$ cat src/rtl/unsat_clause_fifo.sv
// unsat_clause_fifo: first-word-fall-through FIFO of unsatisfied clauses with sticky overflow/underflow flags
module unsat_clause_fifo #(
    parameter int NSAT = 3,
    parameter int LITERAL_ADDRESS_WIDTH = 12,
    parameter int FIFO_DEPTH = 16,
    localparam int CW = NSAT * LITERAL_ADDRESS_WIDTH,
    localparam int AW = $clog2(FIFO_DEPTH)
) (
    input  logic          clk,
    input  logic          reset,
    input  logic          flush_i,
    input  logic          push_i,
    input  logic [CW-1:0] push_clause_i,
    output logic          full_o,
    input  logic          pop_i,
    output logic          empty_o,
    output logic          last_o,
    output logic [CW-1:0] head_clause_o,
    output logic [AW:0]   count_o,
    input  logic          clear_flags_i,
    output logic          overflow_o,
    output logic          underflow_o
);
    logic [CW-1:0] mem [FIFO_DEPTH];
    logic [AW-1:0] wr_ptr, rd_ptr;
    logic          push_ok, pop_ok;

    assign full_o        = count_o == (AW+1)'(FIFO_DEPTH);
    assign empty_o       = count_o == '0;
    assign last_o        = count_o == (AW+1)'(1);
    assign push_ok       = push_i & (~full_o | pop_i);
    assign pop_ok        = pop_i & ~empty_o;
    assign head_clause_o = empty_o ? '0 : mem[rd_ptr];

    always_ff @(posedge clk)
        if (push_ok && !flush_i && !reset) mem[wr_ptr] <= push_clause_i;

    always_ff @(posedge clk) begin
        if (reset) begin
            wr_ptr      <= '0;
            rd_ptr      <= '0;
            count_o     <= '0;
            overflow_o  <= 1'b0;
            underflow_o <= 1'b0;
        end else begin
            if (flush_i) begin
                wr_ptr  <= '0;
                rd_ptr  <= '0;
                count_o <= '0;
            end else begin
                if (push_ok) wr_ptr <= wr_ptr + 1'b1;
                if (pop_ok) rd_ptr <= rd_ptr + 1'b1;
                count_o <= (push_ok && !pop_ok) ? count_o + 1'b1 :
                           (pop_ok && !push_ok) ? count_o - 1'b1 : count_o;
            end
            // a same-cycle flag event beats clear_flags_i
            overflow_o  <= (push_i & full_o & ~pop_i) | (overflow_o & ~clear_flags_i);
            underflow_o <= (pop_i & empty_o) | (underflow_o & ~clear_flags_i);
        end
    end
endmodule

$ cat config.mk
export PLATFORM = sky130hd
export DESIGN_NAME = unsat_clause_fifo
export DESIGN_NICKNAME = d
export VERILOG_FILES = /design/src/rtl/unsat_clause_fifo.sv
export SDC_FILE = /design/constraint.sdc
export NUM_CORES = 1
export LEC_CHECK = 0
export BUFFER_PORTS_ARGS = -buffer_cell sky130_fd_sc_hd__buf_2
export CAP_MARGIN = 20
export CORE_MARGIN = 2
export CORE_UTILIZATION = 55
export DETAILED_ROUTE_END_ITERATION = 16
export GPL_ROUTABILITY_DRIVEN = 0
export PLACE_DENSITY = 0.76
export SETUP_SLACK_MARGIN = 0.3
export SLEW_MARGIN = 20
export SYNTH_ARGS = -nofsm -noshare
export SYNTH_HDL_FRONTEND = slang
export SYNTH_SLANG_ARGS = --single-unit
export TNS_END_PERCENT = 10
$ cat constraint.sdc
create_clock -name clk -period 7.8 [get_ports clk]
set_clock_uncertainty 0.05 [all_clocks]
set_input_delay 1.17 -clock clk [delete_from_list [all_inputs] [get_ports clk]]
set_output_delay 1.17 -clock clk [all_outputs]
set_load 0.1 [all_outputs]
==> run summary, run 1 <==
Synth Flop Type -> edfxtp_1
Seq/Total Area, Yosys -> 0.778
First drt pass iteration count -> 5
Routed len/inst -> 27.5 um
Max IR drop VDD -> 0.220 mV
Fin cells -> 1694
Placed cells -> 1589
Post-CTS Resized -> 0
Final Critical Period -> 4.92 ns
Die width -> 207 um
Crit end category -> output pin
Largest net degree at the start of global routing -> 109
Fin. Hold Viols -> 0
Final core utilization -> 0.629
Startpoint Class -> flip-flop
Period utilisation layout -> 0.631
Post-CTS setup buffers -> 0
CP arrival -> 3.70 ns
Via density -> 6.35
Vias in the first global route -> 11200
P_leak -> 7.94 nW
Dominant cells by area after synthesis -> edfxtp_1 76%, mux4_2 14%, dfxtp_1 1.7%
Final #Nets -> 1167
Drt initial violations -> 1317
Hold Crit Depth -> 2
Worst-path maximum fanout -> 20
Yosys Warn Count -> 0
Top cell type's share of synthesized area -> 0.762
Psw -> 1.73 mW
Post-synth EDFFs -> 576
Clk sinks -> 595
CP Buf/Inv Count -> 3
Yosys reg bits -> 595
GR peak layer -> met2
Dpl hpwl -> 22.1 mm
Reg power frac -> 0.507
Slew @ Worst Pin -> 1.00 ns
CTS tree -> built
Met1 Use GR -> 0.311
Top delay family on crit path -> simple AND/OR/NAND/NOR gates
I/O pin count -> 88
Crit path kind -> flip-flop to output pin
Power per Cell Area -> 271 mW/mm^2
Hold Buf Count CTS -> 0
Sw Ratio -> 0.249
Total of max-cap violations -> 0
CTS Buf Count -> 56
Post-synth ARST share -> 0
# fillers -> 2637
Max stage delay on crit path -> 0.59 ns
Critical path data required time -> 6.58 ns
Final setup vio count -> 0
HP Class -> flip-flop to flip-flop
Post-synthesis area per instance -> 22.6 um^2
Global Route Usage Sum -> 0.219
Antenna violations before repair -> 4
P_int -> 5.23 mW
Syn Nets -> 1056
Share of cells above drive strength 1 -> 0.306
Worst-path cell chain -> inv_1, ha_1, or4b_1, nand2_1, nor2_4, buf_4, a221o_1, buf_2
Final instance area -> 0.0257 mm^2
Via count -> 10800
Routed wire length -> 46.6 mm
Clk root buf -> clkbuf_16
Final max-slew violation count -> 0
Mapped Cells -> 1004
Reg2Reg Depth -> 7
CP max-delay cell -> nor2_4
Placed instance area -> 0.0239 mm^2
Setup_tns -> 0 ns
Total core area -> 0.0408 mm^2
RSZ-0062 raised after global routing -> false
# rows -> 74
Synth cell types -> 39
Met2 Use GR -> 0.352
Total power after layout -> 6.96 mW
GR Overflow Total -> 0
Routed Antenna Nets -> 0
Number of cells on the critical path -> 8
Area Growth Syn to Fin -> 13.1%
Synth area leader -> edfxtp_1
Worst slew margin -> 0.328
CTS max path bufs -> 3
FMAX -> 203 MHz
Die Y -> 207 um
Clock Latency Late Sink -> 0.58 ns
Htree depth -> 2
DRC -> 0
First-pass GRT wire length -> 69.6 mm
Initial Util -> 0.556
Combinational share of power -> 0.112
Clock-pin slew on the worst setup and hold paths -> 0.06 ns
Port-buffer cells -> 87
Grt met3 use -> 0.0377
Clk pwr share -> 0.381
Post-synthesis cell area -> 0.0227 mm^2
Status -> finished, final reports clean
Die area -> 0.0429 mm^2
## power by group through the flow
stage | sequential (mW) | clock (mW) | combinational (mW)
after floorplan | 3.62 | 0 | 0.586
after global placement | 3.59 | 0 | 0.775
after detailed placement | 3.59 | 0 | 0.782
after CTS | 3.53 | 2.69 | 0.784
after global routing | 3.53 | 2.82 | 0.813
final | 3.53 | 2.66 | 0.779
## path summary, 6_finish.rpt
| check | from | to | slack (ns) |
|---|---|---|---|
| max | count_o[0] | head_clause_o[35] | 2.88 |
| min | overflow_o | overflow_o | 0.42 |
| max reg2reg | count_o[0] | mem[5][19] | 4.61 |
| min reg2reg | overflow_o | overflow_o | 0.42 |
## metal layers
| layer | up-vias | routed length (um) |
|---|---|---|
| met5 | - | 22 |
| met4 | 4 | 1140 |
| met3 | 92 | 3360 |
| met2 | 468 | 23200 |
| met1 | 5701 | 18800 |
| li1 | 4487 | - |
## flip-flops by register name, summed over array words and instances (netlist names), named ones only
signal,flops
wr_ptr,4
rd_ptr,4
overflow_o,1
count_o,5
mem,576
underflow_o,1
## through the flow
stage	setup slack, ns	hold slack [ns]
finish	2.88	0.425
global route	2.63	0.447
CTS	2.75	0.427
detailed placement	3.36	0.416
global placement	3.37	0.402
floorplan	2.20	0.413
## placed cells by master (no fill, tap or decap), drive strengths merged
cell,count
a21oi,8
a221o,36
a31o,1
and2,1
and3,3
buf,109
bufinv,7
clkbuf,66
clkinv,28
clkinvlp,2
dfxtp,19
diode,2
edfxtp,576
ha,10
inv,6
mux2,1
mux2i,36
mux4,144
nand2,8
nand2b,1
nand3,5
nand3b,1
nand4,2
nand4bb,1
nor2,32
nor2b,1
nor3,35
nor4b,1
o211ai,1
o21a,1
o21ai,1
o31ai,1
or2,2
or3,2
or4,1
or4b,2
xnor2,3
xor2,6
## tightest hold or removal path: cells and delay by family, from the launching register on
kind	cells	cell delay [ns]
AND/OR/NAND/NOR	1	0.06
AO/OA/AOI/OAI	1	0.06
flip-flops	1	0.31
## cells in the mapped netlist (2+ instances only)
| library cell | number |
|---|---|
| edfxtp_1 | 576 |
| ha_1 | 10 |
| nor3_1 | 35 |
| xor2_1 | 6 |
| a221o_1 | 36 |
| buf_4 | 3 |
| buf_2 | 17 |
| nand2_1 | 8 |
| mux4_2 | 144 |
| buf_1 | 6 |
| a21oi_1 | 8 |
| xnor2_1 | 3 |
| nand3_1 | 5 |
| and3_1 | 2 |
| mux2i_1 | 36 |
| inv_1 | 6 |
| nor2_1 | 32 |
| clkbuf_1 | 26 |
| nand4_1 | 2 |
| dfxtp_1 | 19 |
| buf_6 | 4 |
| or3_1 | 2 |
| or2_2 | 2 |
## kinds of logic (layout without fill, tap and decap cells)
family	Yosys count	in the layout	share of synthesized area
AO/OA/AOI/OAI	49	49	0.0192
multiplexers	181	181	0.159
adder cells (fa/ha/maj)	10	10	0.00551
flip-flops	595	595	0.778
other	0	2	0
AND/OR/NAND/NOR	98	98	0.0214
buffers and inverters	62	218	0.0130
XOR/XNOR	9	9	0.00347
## final cells by class
type | instances | area [um^2] | share of cell area
clock inverters | 37 | 358 | 0.0139
multi-input cells | 347 | 4870 | 0.190
diodes | 2 | 5.00 | 0.000195
well taps | 532 | 666 | 0.0259
clock buffers | 66 | 1440 | 0.0560
inverters | 6 | 22.5 | 0.000877
flip-flops and latches | 595 | 17700 | 0.689
repair buffers | 109 | 638 | 0.0248
(Power assumes the default switching activity.)
==> run 2: changes to the inputs <==
--- a/config.mk
+++ b/config.mk
@@ -5,13 +5,14 @@
 export SDC_FILE = /design/constraint.sdc
 export NUM_CORES = 1
 export LEC_CHECK = 0
+export ABC_AREA = 1
 export BUFFER_PORTS_ARGS = -buffer_cell sky130_fd_sc_hd__buf_2
 export CAP_MARGIN = 20
 export CORE_MARGIN = 2
 export CORE_UTILIZATION = 55
 export DETAILED_ROUTE_END_ITERATION = 16
 export GPL_ROUTABILITY_DRIVEN = 0
-export PLACE_DENSITY = 0.76
+export PLACE_DENSITY = 0.79
 export SETUP_SLACK_MARGIN = 0.3
 export SLEW_MARGIN = 20
 export SYNTH_ARGS = -nofsm -noshare
==> constraint.sdc (replaced) <==
create_clock -name clk -period 4 [get_ports clk]
set_clock_uncertainty 0.05 [all_clocks]
set_input_delay 0.6 -clock clk [delete_from_list [all_inputs] [get_ports clk]]
set_output_delay 0.6 -clock clk [all_outputs]
set_load 0.1 [all_outputs]
==> run 2 against run 1 <==
Compared with the run above: wire length up 26%; synthesized cell count is 100% higher; sequential share of layout area down 4.4 points; combinational power increased by 130%; global-route usage is 4.4 points higher; total power grew 100%; critical path type unchanged; largest cell class unchanged.
==> run summary, run 2 <==
Status -> finished, final reports clean
Largest net degree at the start of global routing -> 145 (+33%)
Dpl hpwl -> 29.3 mm (+33%)
Synth area leader -> edfxtp_1
Antenna violations before repair -> 4 (unchanged)
# fillers -> 3116 (+18%)
Clk sinks -> 595 (unchanged)
CP arrival -> 3.03 ns (-0.67 ns)
Clk root buf -> clkbuf_16
Synth Flop Type -> edfxtp_1
Worst-path cell chain -> inv_1, ha_1, nand3_1, inv_2, buf_4, buf_2
Crit end category -> output pin
Critical path data required time -> 3.35 ns (-3.23 ns)
Vias in the first global route -> 16000 (+43%)
Total of max-cap violations -> 0 (unchanged)
Met2 Use GR -> 0.436 (+0.0836)
CP Buf/Inv Count -> 4 (+1)
Via count -> 16000 (+49%)
RSZ-0062 raised after global routing -> true
Final Critical Period -> 3.68 ns
GR Overflow Total -> 0 (unchanged)
First-pass GRT wire length -> 89.6 mm (+29%)
Syn Nets -> 2085 (+97%)
Dominant cells by area after synthesis -> edfxtp_1 72%, nand2_1 12%, nand3_1 9.2%
# rows -> 76 (+2.7%)
Die area -> 0.0455 mm^2 (+6.1%)
Htree depth -> 2 (unchanged)
CTS Buf Count -> 58 (+3.6%)
Mapped Cells -> 2033 (+100%)
Via density -> 5.86 (-7.7%)
Port-buffer cells -> 87 (unchanged)
Met1 Use GR -> 0.343 (+0.0320)
Final max-slew violation count -> 0 (unchanged)
Area of the multi-input gates -> 0.00573 mm^2 (+18%)
CTS max path bufs -> 3 (unchanged)
Worst R2R Setup Slack -> 1.14 ns (-3.47 ns)
Max reg flops -> 576 (unchanged)
Initial Util -> 0.559 (+0.00237)
FMAX -> 272 MHz
Routed wire length -> 58.6 mm (+26%)
Yosys reg bits -> 595 (unchanged)
Top cell type's share of synthesized area -> 0.717 (-0.0443)
Routed Antenna Nets -> 0 (unchanged)
GR peak layer -> met2
Post-synth EDFFs -> 576 (unchanged)
Share of cells above drive strength 1 -> 0.115 (-0.191)
Max stage delay on crit path -> 0.63 ns (+0.04 ns)
Worst slew margin -> 0.255 (-0.0731)
Worst-path maximum fanout -> 24 (+20%)
Final setup vio count -> 0 (unchanged)
Die width -> 213 um (+3.0%)
Slew @ Worst Pin -> 1.12 ns (+0.114 ns)
Startpoint Class -> flip-flop
I/O pin count -> 88 (unchanged)
List of most frequent post-synthesis cells -> 748 x nand2_1, 576 x edfxtp_1, 444 x nand3_1, 51 x buf_2, 49 x a21oi_1
Setup_tns -> 0 ns (unchanged)
Fin cells -> 2738 (+62%)
Yosys Warn Count -> 0 (unchanged)
CP max-delay cell -> inv_2
Seq. cell area -> 0.0177 mm^2 (about the same)
DRC -> 0 (unchanged)
Clock-pin slew on the worst setup and hold paths -> 0.06 ns (about the same)
Post-synthesis area per instance -> 11.9 um^2 (-48%)
Clock Latency Late Sink -> 0.61 ns (+0.03 ns)
Total core area -> 0.0432 mm^2 (+5.7%)
Routed len/inst -> 21.4 um (-22%)
Most frequent cells in the layout -> 748 x nand2_1, 576 x edfxtp_1, 444 x nand3_1
Power per Cell Area -> 509 mW/mm^2 (+88%)
Placed cells -> 2627 (+65%)
Hold Buf Count CTS -> 0 (unchanged)
Final #Nets -> 2157 (+85%)
Grt met3 use -> 0.0495 (+0.0118)
CTS tree -> built
Biggest regs -> mem (576), count_o (5)
HP Class -> input port to flip-flop
Die Y -> 213 um (+3.0%)
First drt pass iteration count -> 5 (unchanged)
Post-synthesis cell area -> 0.0241 mm^2 (+6.2%)
Top-count cell post-synth -> nand2_1
Commonest non-fill, non-tap cell in the layout -> nand2_1
Crit path kind -> flip-flop to output pin
Top delay family on crit path -> buffers and inverters
Drt initial violations -> 1741 (+32%)
Seq/Total Area, Yosys -> 0.733 (-0.0453)
Post-synth ARST share -> 0 (unchanged)
Global Route Usage Sum -> 0.263 (+0.0440)
Period utilisation layout -> 0.919
Max IR drop VDD -> 0.418 mV (+91%)
Fin. Hold Viols -> 0 (unchanged)
Biggest register -> mem
P_leak -> 9.90 nW (+25%)
Synth cell types -> 26 (-33%)
Area Growth Syn to Fin -> 13.9%
[run 2: changes by cell type after synthesis, sizes merged, moves of 7 or more]
| cell | before | now |
|---|---|---|
| nor3 | 35 | 2 |
| nand3 | 5 | 444 |
| a221o | 36 | 0 |
| mux4 | 144 | 0 |
| mux2i | 36 | 0 |
| a21oi | 8 | 50 |
| buf | 30 | 102 |
| clkbuf | 26 | 19 |
| nand2 | 8 | 748 |
| inv | 6 | 22 |
[run 2: per-stage QoR]
step / setup slack (ns) / total power, mW / util / cell area [um^2] / hold slack, ns
floorplan: 0.0597 / 8.24 / - / 24100 / 0.397
detailed placement: 0.774 / 8.74 / 0.591 / 25500 / 0.414
global placement: 0.780 / 8.71 / 0.591 / 25500 / 0.395
finish: 0.322 / 14.0 / 0.636 / 27500 / 0.123
CTS: 0.248 / 14.0 / 0.635 / 27400 / 0.0915
global route: 0.260 / 14.4 / 0.636 / 27500 / 0.111
[run 2: area by class of cell]
| cell class | count | share of cell area |
|---|---|---|
| clock inverters | 32 | 0.0106 |
| flip-flops and latches | 595 | 0.644 |
| well taps | 585 | 0.0266 |
| repair buffers | 133 | 0.0487 |
| diodes | 2 | 0.000182 |
| clock buffers | 74 | 0.0573 |
| inverters | 24 | 0.00383 |
| multi-input cells | 1293 | 0.208 |
[run 2: logic make-up after synthesis]
group | share of synthesized area
compound gates | 0.0120
fa+ha+maj | 0.00519
flops | 0.733
xor+xnor | 0.00109
simple gates | 0.214
buf+inv | 0.0349
[run 2: report_power, final]
group	internal, mW	switching (mW)	total [mW]
sequential	6.86	0.0219	6.88
clock	3.09	2.26	5.35
combinational	0.420	1.34	1.76
[run 2: what timing repair did]
action | in CTS | in global routing
gates cloned | 1 | 0
resized for setup | 2 | 7
hold endpoints to repair | 0 | 0
setup endpoints to repair | 24 | 27
buffers inserted | 1 | 1
[run 2: per-layer routing]
metal / wire (um) / up-vias
met5: 28 / -
met4: 2190 / 4
met3: 5690 / 167
met2: 28500 / 892
met1: 22200 / 7700
li1: - / 7279
[run 2: worst paths after layout]
kind | cells past startpoint | endpoint | startpoint
hold reg to reg | 2 | overflow_o | overflow_o
setup / recovery | 6 | empty_o | count_o[1]
setup reg to reg | 8 | mem[7][35] | count_o[0]
hold / removal | 2 | overflow_o | reset
